`src/rtl/clk_freq_monitor_pkg.sv`:
```
`default_nettype none
// ============================================================================
//  Module      : clk_freq_monitor_pkg
//  Description : Shared types, default constants and the window range check
//                for the PLL clock frequency monitor.
//  Revision    : 1.0  initial release
// ============================================================================
package clk_freq_monitor_pkg;

    // Lock-status FSM encoding
    typedef enum logic [0:0] {
        ST_UNLOCKED = 1'b0,
        ST_LOCKED   = 1'b1
    } lock_state_t;

    // Defaults for a 24 MHz reference watching clkoutd/64 of a 33.33 MHz PLL
    localparam int unsigned DEF_GATE_CYCLES  = 24000;
    localparam int unsigned DEF_EXP_COUNT    = 521;
    localparam int unsigned DEF_TOL          = 4;
    localparam int unsigned DEF_LOCK_WINDOWS = 4;
    localparam int unsigned DEF_LOSS_WINDOWS = 2;
    localparam int unsigned DEF_SYNC_STAGES  = 2;
    localparam int unsigned DEF_CNT_W        = 16;

    // Range compare width: wide enough for any CNT_W up to 32 plus one
    // headroom bit, so EXP_COUNT+TOL can never wrap.
    localparam int RANGE_W = 33;

    // Inclusive window check; the lower bound clamps at zero.
    function automatic logic range_ok(
        input logic [RANGE_W-1:0] cnt,
        input logic [RANGE_W-1:0] exp_cnt,
        input logic [RANGE_W-1:0] tol
    );
        logic [RANGE_W-1:0] lo;
        logic [RANGE_W-1:0] hi;
        lo = (exp_cnt > tol) ? (exp_cnt - tol) : '0;
        hi = exp_cnt + tol;
        return (cnt >= lo) && (cnt <= hi);
    endfunction

endpackage
`default_nettype wire

```
`src/rtl/mon_sync_edge.sv`:
```
`default_nettype none
// ============================================================================
//  Module      : mon_sync_edge
//  Description : Multi-flop synchroniser for an asynchronous input followed
//                by a history flop; emits a one-cycle pulse per rising edge.
//  Revision    : 1.0  initial release
// ============================================================================
module mon_sync_edge
    import clk_freq_monitor_pkg::*;
#(
    parameter int unsigned SYNC_STAGES = DEF_SYNC_STAGES
) (
    input  logic clk,
    input  logic rst,
    input  logic async_in,
    output logic rise
);

    logic [SYNC_STAGES-1:0] sync_q;
    logic                   hist_q;

    // Synchroniser chain plus one history stage for edge detection
    always_ff @(posedge clk or posedge rst) begin
        if (rst) begin
            sync_q <= '0;
            hist_q <= 1'b0;
        end else begin
            sync_q <= {sync_q[SYNC_STAGES-2:0], async_in};
            hist_q <= sync_q[SYNC_STAGES-1];
        end
    end

    assign rise = sync_q[SYNC_STAGES-1] & ~hist_q;

endmodule
`default_nettype wire

```
`src/rtl/clk_freq_monitor.sv`:
```
`default_nettype none
// ============================================================================
//  Module      : clk_freq_monitor
//  Description : Counts rising edges of a divided PLL clock over a fixed gate
//                window of the reference clock, checks each count against an
//                expected value +/- tolerance and runs a hysteresis lock FSM.
//                Optional macro CLK_MON_STICKY_ERR_EN adds a sticky error flag
//                (err_sticky) with a clear input (err_clr).
//  Revision    : 1.0  initial release
// ============================================================================
module clk_freq_monitor
    import clk_freq_monitor_pkg::*;
#(
    parameter int unsigned GATE_CYCLES  = DEF_GATE_CYCLES,
    parameter int unsigned EXP_COUNT    = DEF_EXP_COUNT,
    parameter int unsigned TOL          = DEF_TOL,
    parameter int unsigned LOCK_WINDOWS = DEF_LOCK_WINDOWS,
    parameter int unsigned LOSS_WINDOWS = DEF_LOSS_WINDOWS,
    parameter int unsigned SYNC_STAGES  = DEF_SYNC_STAGES,
    parameter int unsigned CNT_W        = DEF_CNT_W
) (
    input  logic             clkin,
    input  logic             reset,
    input  logic             mon_in,
`ifdef CLK_MON_STICKY_ERR_EN
    input  logic             err_clr,
    output logic             err_sticky,
`endif
    output logic [CNT_W-1:0] freq_count,
    output logic             meas_valid,
    output logic             in_range,
    output logic             locked,
    output logic             lock_lost
);

    localparam int GATE_W   = (GATE_CYCLES > 1) ? $clog2(GATE_CYCLES) : 1;
    localparam int WIN_MAX  = (LOCK_WINDOWS > LOSS_WINDOWS) ? LOCK_WINDOWS : LOSS_WINDOWS;
    localparam int WIN_W    = $clog2(WIN_MAX + 1);

    localparam logic [GATE_W-1:0] GATE_LAST = GATE_W'(GATE_CYCLES - 1);
    localparam logic [CNT_W-1:0]  CNT_MAX   = '1;
    localparam logic [WIN_W-1:0]  LOCK_TGT  = WIN_W'(LOCK_WINDOWS);
    localparam logic [WIN_W-1:0]  LOSS_TGT  = WIN_W'(LOSS_WINDOWS);

    logic              rise;
    logic [GATE_W-1:0] gate_cnt;
    logic [CNT_W-1:0]  edge_cnt;
    logic              first_win;
    logic              terminal;
    logic              win_done;
    logic [CNT_W-1:0]  win_total;
    logic              win_ok;

    lock_state_t       state;
    lock_state_t       state_nxt;
    logic [WIN_W-1:0]  good_cnt;
    logic [WIN_W-1:0]  good_nxt;
    logic [WIN_W-1:0]  bad_cnt;
    logic [WIN_W-1:0]  bad_nxt;
    logic              lost_nxt;

    mon_sync_edge #(
        .SYNC_STAGES (SYNC_STAGES)
    ) u_sync (
        .clk      (clkin),
        .rst      (reset),
        .async_in (mon_in),
        .rise     (rise)
    );

    // Window bookkeeping. An edge seen on the terminal cycle still belongs
    // to the closing window, so the total includes this cycle's edge.
    assign terminal  = (gate_cnt == GATE_LAST);
    assign win_done  = terminal & ~first_win;
    assign win_total = (rise && (edge_cnt != CNT_MAX)) ? edge_cnt + 1'b1 : edge_cnt;
    assign win_ok    = range_ok(RANGE_W'(win_total), RANGE_W'(EXP_COUNT), RANGE_W'(TOL));

    // Free-running gate counter 0..GATE_CYCLES-1
    always_ff @(posedge clkin or posedge reset) begin
        if (reset) begin
            gate_cnt <= '0;
        end else if (terminal) begin
            gate_cnt <= '0;
        end else begin
            gate_cnt <= gate_cnt + 1'b1;
        end
    end

    // Saturating edge counter, restarted after each terminal cycle
    always_ff @(posedge clkin or posedge reset) begin
        if (reset) begin
            edge_cnt <= '0;
        end else if (terminal) begin
            edge_cnt <= '0;
        end else if (rise && (edge_cnt != CNT_MAX)) begin
            edge_cnt <= edge_cnt + 1'b1;
        end
    end

    // The first window after reset may contain a spurious synchroniser edge
    always_ff @(posedge clkin or posedge reset) begin
        if (reset) begin
            first_win <= 1'b1;
        end else if (terminal) begin
            first_win <= 1'b0;
        end
    end

    // Publish the window result in the cycle after the terminal cycle
    always_ff @(posedge clkin or posedge reset) begin
        if (reset) begin
            meas_valid <= 1'b0;
            freq_count <= '0;
            in_range   <= 1'b0;
        end else begin
            meas_valid <= win_done;
            if (win_done) begin
                freq_count <= win_total;
                in_range   <= win_ok;
            end
        end
    end

    // FSM state register with its window counters and loss pulse
    always_ff @(posedge clkin or posedge reset) begin
        if (reset) begin
            state     <= ST_UNLOCKED;
            good_cnt  <= '0;
            bad_cnt   <= '0;
            lock_lost <= 1'b0;
        end else begin
            state     <= state_nxt;
            good_cnt  <= good_nxt;
            bad_cnt   <= bad_nxt;
            lock_lost <= lost_nxt;
        end
    end

    // FSM next state: only a completed (non-discarded) window moves it
    always_comb begin
        state_nxt = state;
        good_nxt  = good_cnt;
        bad_nxt   = bad_cnt;
        lost_nxt  = 1'b0;
        if (win_done) begin
            case (state)
                ST_UNLOCKED: begin
                    if (win_ok) begin
                        if ((good_cnt + 1'b1) == LOCK_TGT) begin
                            state_nxt = ST_LOCKED;
                            good_nxt  = '0;
                            bad_nxt   = '0;
                        end else begin
                            good_nxt = good_cnt + 1'b1;
                        end
                    end else begin
                        good_nxt = '0;
                    end
                end
                ST_LOCKED: begin
                    if (!win_ok) begin
                        if ((bad_cnt + 1'b1) == LOSS_TGT) begin
                            state_nxt = ST_UNLOCKED;
                            bad_nxt   = '0;
                            good_nxt  = '0;
                            lost_nxt  = 1'b1;
                        end else begin
                            bad_nxt = bad_cnt + 1'b1;
                        end
                    end else begin
                        bad_nxt = '0;
                    end
                end
                default: begin
                    state_nxt = ST_UNLOCKED;
                    good_nxt  = '0;
                    bad_nxt   = '0;
                end
            endcase
        end
    end

    // FSM outputs: lock status follows the state directly
    always_comb begin
        locked = (state == ST_LOCKED);
    end

`ifdef CLK_MON_STICKY_ERR_EN
    logic err_set;

    // Any out-of-range window while locked (which includes every lock loss)
    assign err_set = (win_done & (state == ST_LOCKED) & ~win_ok) | lost_nxt;

    // Sticky error flag; a simultaneous set beats the clear
    always_ff @(posedge clkin or posedge reset) begin
        if (reset) begin
            err_sticky <= 1'b0;
        end else if (err_set) begin
            err_sticky <= 1'b1;
        end else if (err_clr) begin
            err_sticky <= 1'b0;
        end
    end
`endif

endmodule
`default_nettype wire

```
`config.mk`:
```
export PLATFORM = sky130hd
export DESIGN_NAME = clk_freq_monitor
export DESIGN_NICKNAME = d
export VERILOG_FILES = /design/src/rtl/clk_freq_monitor_pkg.sv /design/src/rtl/mon_sync_edge.sv /design/src/rtl/clk_freq_monitor.sv
export SDC_FILE = /design/constraint.sdc
export NUM_CORES = 1
export LEC_CHECK = 0
export ABC_AREA = 1
export BUFFER_PORTS_ARGS = -buffer_cell sky130_fd_sc_hd__buf_4
export CAP_MARGIN = 20
export CORE_AREA = 2 2 63 109
export CTS_BUF_LIST = sky130_fd_sc_hd__clkbuf_16
export DETAILED_ROUTE_END_ITERATION = 10
export DIE_AREA = 0 0 65 111
export PLACE_DENSITY = 0.73
export SLEW_MARGIN = 10
export SYNTH_ARGS = -nofsm -noshare
export SYNTH_HDL_FRONTEND = slang
export SYNTH_SLANG_ARGS = --single-unit
```
`constraint.sdc`:
```
create_clock -name clkin -period 1.95 [get_ports clkin]
set_input_delay 0.2925 -clock clkin [delete_from_list [all_inputs] [get_ports clkin]]
set_output_delay 0.2925 -clock clkin [all_outputs]
set_load 0.02 [all_outputs]
```
==> summary.txt <==
Synthesis
  • Post-synthesis instance area: 0.00333 sq mm
  • Fraction of registers with async set/reset: 100%
  • Synth cell count leaders: 118 x nand2_1, 61 x inv_1, 60 x dfrtp_1
  • Xor/xnor share of the synthesized area: approximately 2.4%
  • Simple-Gate Fraction of Synth Area: 34.5%
  • Sequential area share after synthesis: between 40% and 50%
  • Warning count from the yosys run: 0
  • Multiplexer share of the synthesized area: 0%
  • Post-Synth Adder-Cell Area: between 2 and 2.5%
  • Main area contributors after synthesis: dfrtp_1 45%, nand2_1 13%, inv_1 6.9%, nor2_1 5.8%, o21ai_0 3.8%
  • Post-synth top flop: dfrtp_1
  • Avg Cell Area, Syn: 7.79 sq um
  • Mapped Nets: ~440
  • Compound-Gate Fraction of Synth Area: a little over 6%
  • Yosys reg bits: 61
  • Top-count cell post-synth: nand2_1
  • Count of different cell masters after synthesis: 32
  • Largest family of logic cells by synthesized area: simple AND/OR/NAND/NOR gates
  • Cells after Synth: 427
  • Area share of the largest cell type after synthesis: between 40% and 50%
  • Post-synth EDFFs: 0
  • Synth area leader: dfrtp_1

Power and ir drop
  • VDD IR max: 0.698 mV
  • Sequential Power Share: 37.3%
  • Combinational fraction of design power: between 20% and 30%
  • Clock share of power: 35.0%
  • Internal: about 2.7 mW
  • Lkg Pwr: 2.31 nW
  • Net switching power figure: 1.18 mW
  • Power Total: 3.83 mW
  • PwrDens: 861 mW/mm^2
  • Switching part of the total: roughly 30%

Worst setup path
  • RR Endpoint: good_cnt[1]
  • Crit path kind: flop to flop
  • Worst Path Max Fanout: 6
  • Crit path required time: 2220 ps
  • Crit path DAT: 2510 ps
  • R2R depth: 17
  • Setup crit end kind: flop
  • Crit path launch type: flop
  • Worst R2R Start: edge_cnt[1]
  • Flop-to-flop setup slack: -290 ps

STA
  • Fin. max-slew vios: 0
  • Max-slew headroom: 68.1%
  • Final hold vios: 0
  • Clock Skews: 6.62 ps
  • Crit path time final: approximately 2200 ps
  • # setup viols final: 9
  • RSZ-0062 raised after global routing: true
  • Tightest Pin Transition: about 480 ps
  • Setup ws final: -295 ps
  • Fmax: approximately 450 MHz
  • Period utilisation layout: 115%

Floorplanning
  • Die area: a little over 0.007 sq mm
  • Die width: around 65 um
  • Chip height: 111 um
  • Site Rows: 39
  • Initial Util: 52.0%
  • CORE AREA: 0.00639 sq mm
  • # IOs: 23

Global route
  • Vias in the first global route: approximately 3300
  • Initial antenna violation count: 0
  • Total track usage: a little over a quarter
  • GRT overflow: 0
  • Largest net degree at the start of global routing: 34
  • First-pass GRT wire length: 14.4 mm

CTS
  • Total CTS buffers: 9
  • Clk sinks: 61
  • H-tree depth: 3
  • Clock Latency Late Sink: 330 ps
  • CTS tree: yes
  • Max clock buf depth: 2
  • Reg clk slew, reported paths: 50 ps
  • Root Driver: clkbuf_16

Placement
  • Placed instance count: 584
  • Gpl congestion: 0.983
  • DP HPWL: a little over 6 mm
  • Post-Place Setup Slack: -307 ps
  • Port buffer count: 22

Drt
  • DRC viols: 0
  • Vias post-DR: about 3000
  • DRT Wirelength: roughly 8.4 mm
  • Iter 0 DRT Violations: 161
  • Vias per Instance: 5.05
  • Routed WL per cell: 13.9 um
  • Pre-Repair DR Iteration Count: 4
  • Post-route ant nets: 0

Cells and area
  • Layout Cells excl Fill: 607
  • Share of layout cells above drive strength 1: 30.3%
  • Net count, final: 529
  • Util after Layout: 69.5%
  • Antenna Cells: 0
  • Area Growth Syn to Fin: 33.6%

Hold path
  • Hold endpoint: u_sync.sync_q[0]
  • Hold_sp: mon_in
  • WHS Path Cells: 1
  • Hold Path Class: input pin to flop

Outcome
  • Failing checks: negative setup slack
  • Outcome: finished with violations

Flow run
  • Max-cap violation count: 0
-- registers in the layout, summed over array words and instances, names as in the netlist, 2 cells and up --
name	count
freq_count	16
gate_cnt	15
u_sync.sync_q	2
edge_cnt	16
good_cnt	3
bad_cnt	3
-- cell type report --
cell class / count / area, sq um
sequential: 61 / 1530
fill: 499 / 1950
inverter: 63 / 236
timing repair buffer: 89 / 707
clock buffer: 9 / 225
clock inverter: 7 / 26.3
tap: 82 / 103
multi-input combinational: 296 / 1620
-- layer usage --
layer / GRT usage (%) / wire (um) / vias to the layer above
met3: 6.60 / 209 / 32
met2: 47.2 / 4760 / 49
met4: 16.5 / 416 / 0
met1: 25.8 / 3030 / 1468
met5: 0 / 0 / -
li1: - / - / 1517
-- worst max-delay path, stage by stage, from the launching register on --
cell,delay [ps]
dfrtp_1,400
ha_4,180
nand2_4,50
nor2_4,110
nand2_4,80
nor2_4,160
nor2_2,120
nand2_1,80
nand2_1,60
nor2_1,90
nand2_1,100
nor2_2,130
nand2_2,90
nor2_4,170
nand2_2,110
nor2_4,120
nand3_1,70
nand2_1,70
-- cells in the final DEF (no fill, tap or decap), drive strengths merged, types with 3 or more instances in the layout --
master  Yosys  layout
o21ai      28      28
nor4        3       3
clkbuf      5       9
xnor2       4       4
xor2        5       5
nand3      23      23
a21oi       6       6
nor3        8       8
buf         3      88
dfrtp      60      60
ha          6       6
nor2       64      65
nand4       9       9
inv        63      65
nand2     133     133
clkinv      0       5
-- power groups by stage --
stage	registers (mW)	clock network [mW]	logic, mW
global placement	1.44	0	0.960
floorplan	1.42	0	0.590
CTS	1.43	1.36	1.03
detailed placement	1.44	0	0.982
finish	1.43	1.34	1.06
global route	1.44	1.43	1.17
-- per-stage QoR --
step,setup TNS [ps],cell area (sq um),hold WS [ps]
2_1_floorplan,-621,3340,324
3_3_place_gp,-1660,4040,335
3_5_place_dp,-2660,4040,339
4_1_cts,-2280,4380,66.4
5_1_grt,-4070,4440,63.5
6_report,-2340,4440,71.1
-- kinds of logic (layout without fill, tap and decap cells) --
logic type,after synthesis,in the layout
XOR/XNOR,9,9
buffers and inverters,71,168
AO/OA/AOI/OAI,36,36
AND/OR/NAND/NOR,244,245
flip-flops,61,61
adder cells (fa/ha/maj),6,6
-- repair_timing --
action,4_1_cts,5_1_grt
hold buffers,1,0
setup endpoints to repair,29,32
buffers inserted,3,2
gates cloned,1,0
resized for setup,13,16
endpoints found under the hold margin,7,0
pin swaps,9,2
-- how the worst max path moves through the flow --
stage / startpoint / end / depth (start not counted) / slack, ps
after floorplan: edge_cnt[0] / bad_cnt[1] / 17 / -110
after global placement: edge_cnt[1] / good_cnt[2] / 16 / -200
after detailed placement: edge_cnt[0] / bad_cnt[0] / 16 / -310
after CTS: edge_cnt[1] / good_cnt[1] / 18 / -290
after global routing: edge_cnt[1] / bad_cnt[0] / 17 / -470
final: edge_cnt[1] / good_cnt[1] / 17 / -290
No activity file was read; power rests on OpenSTA's default activity.
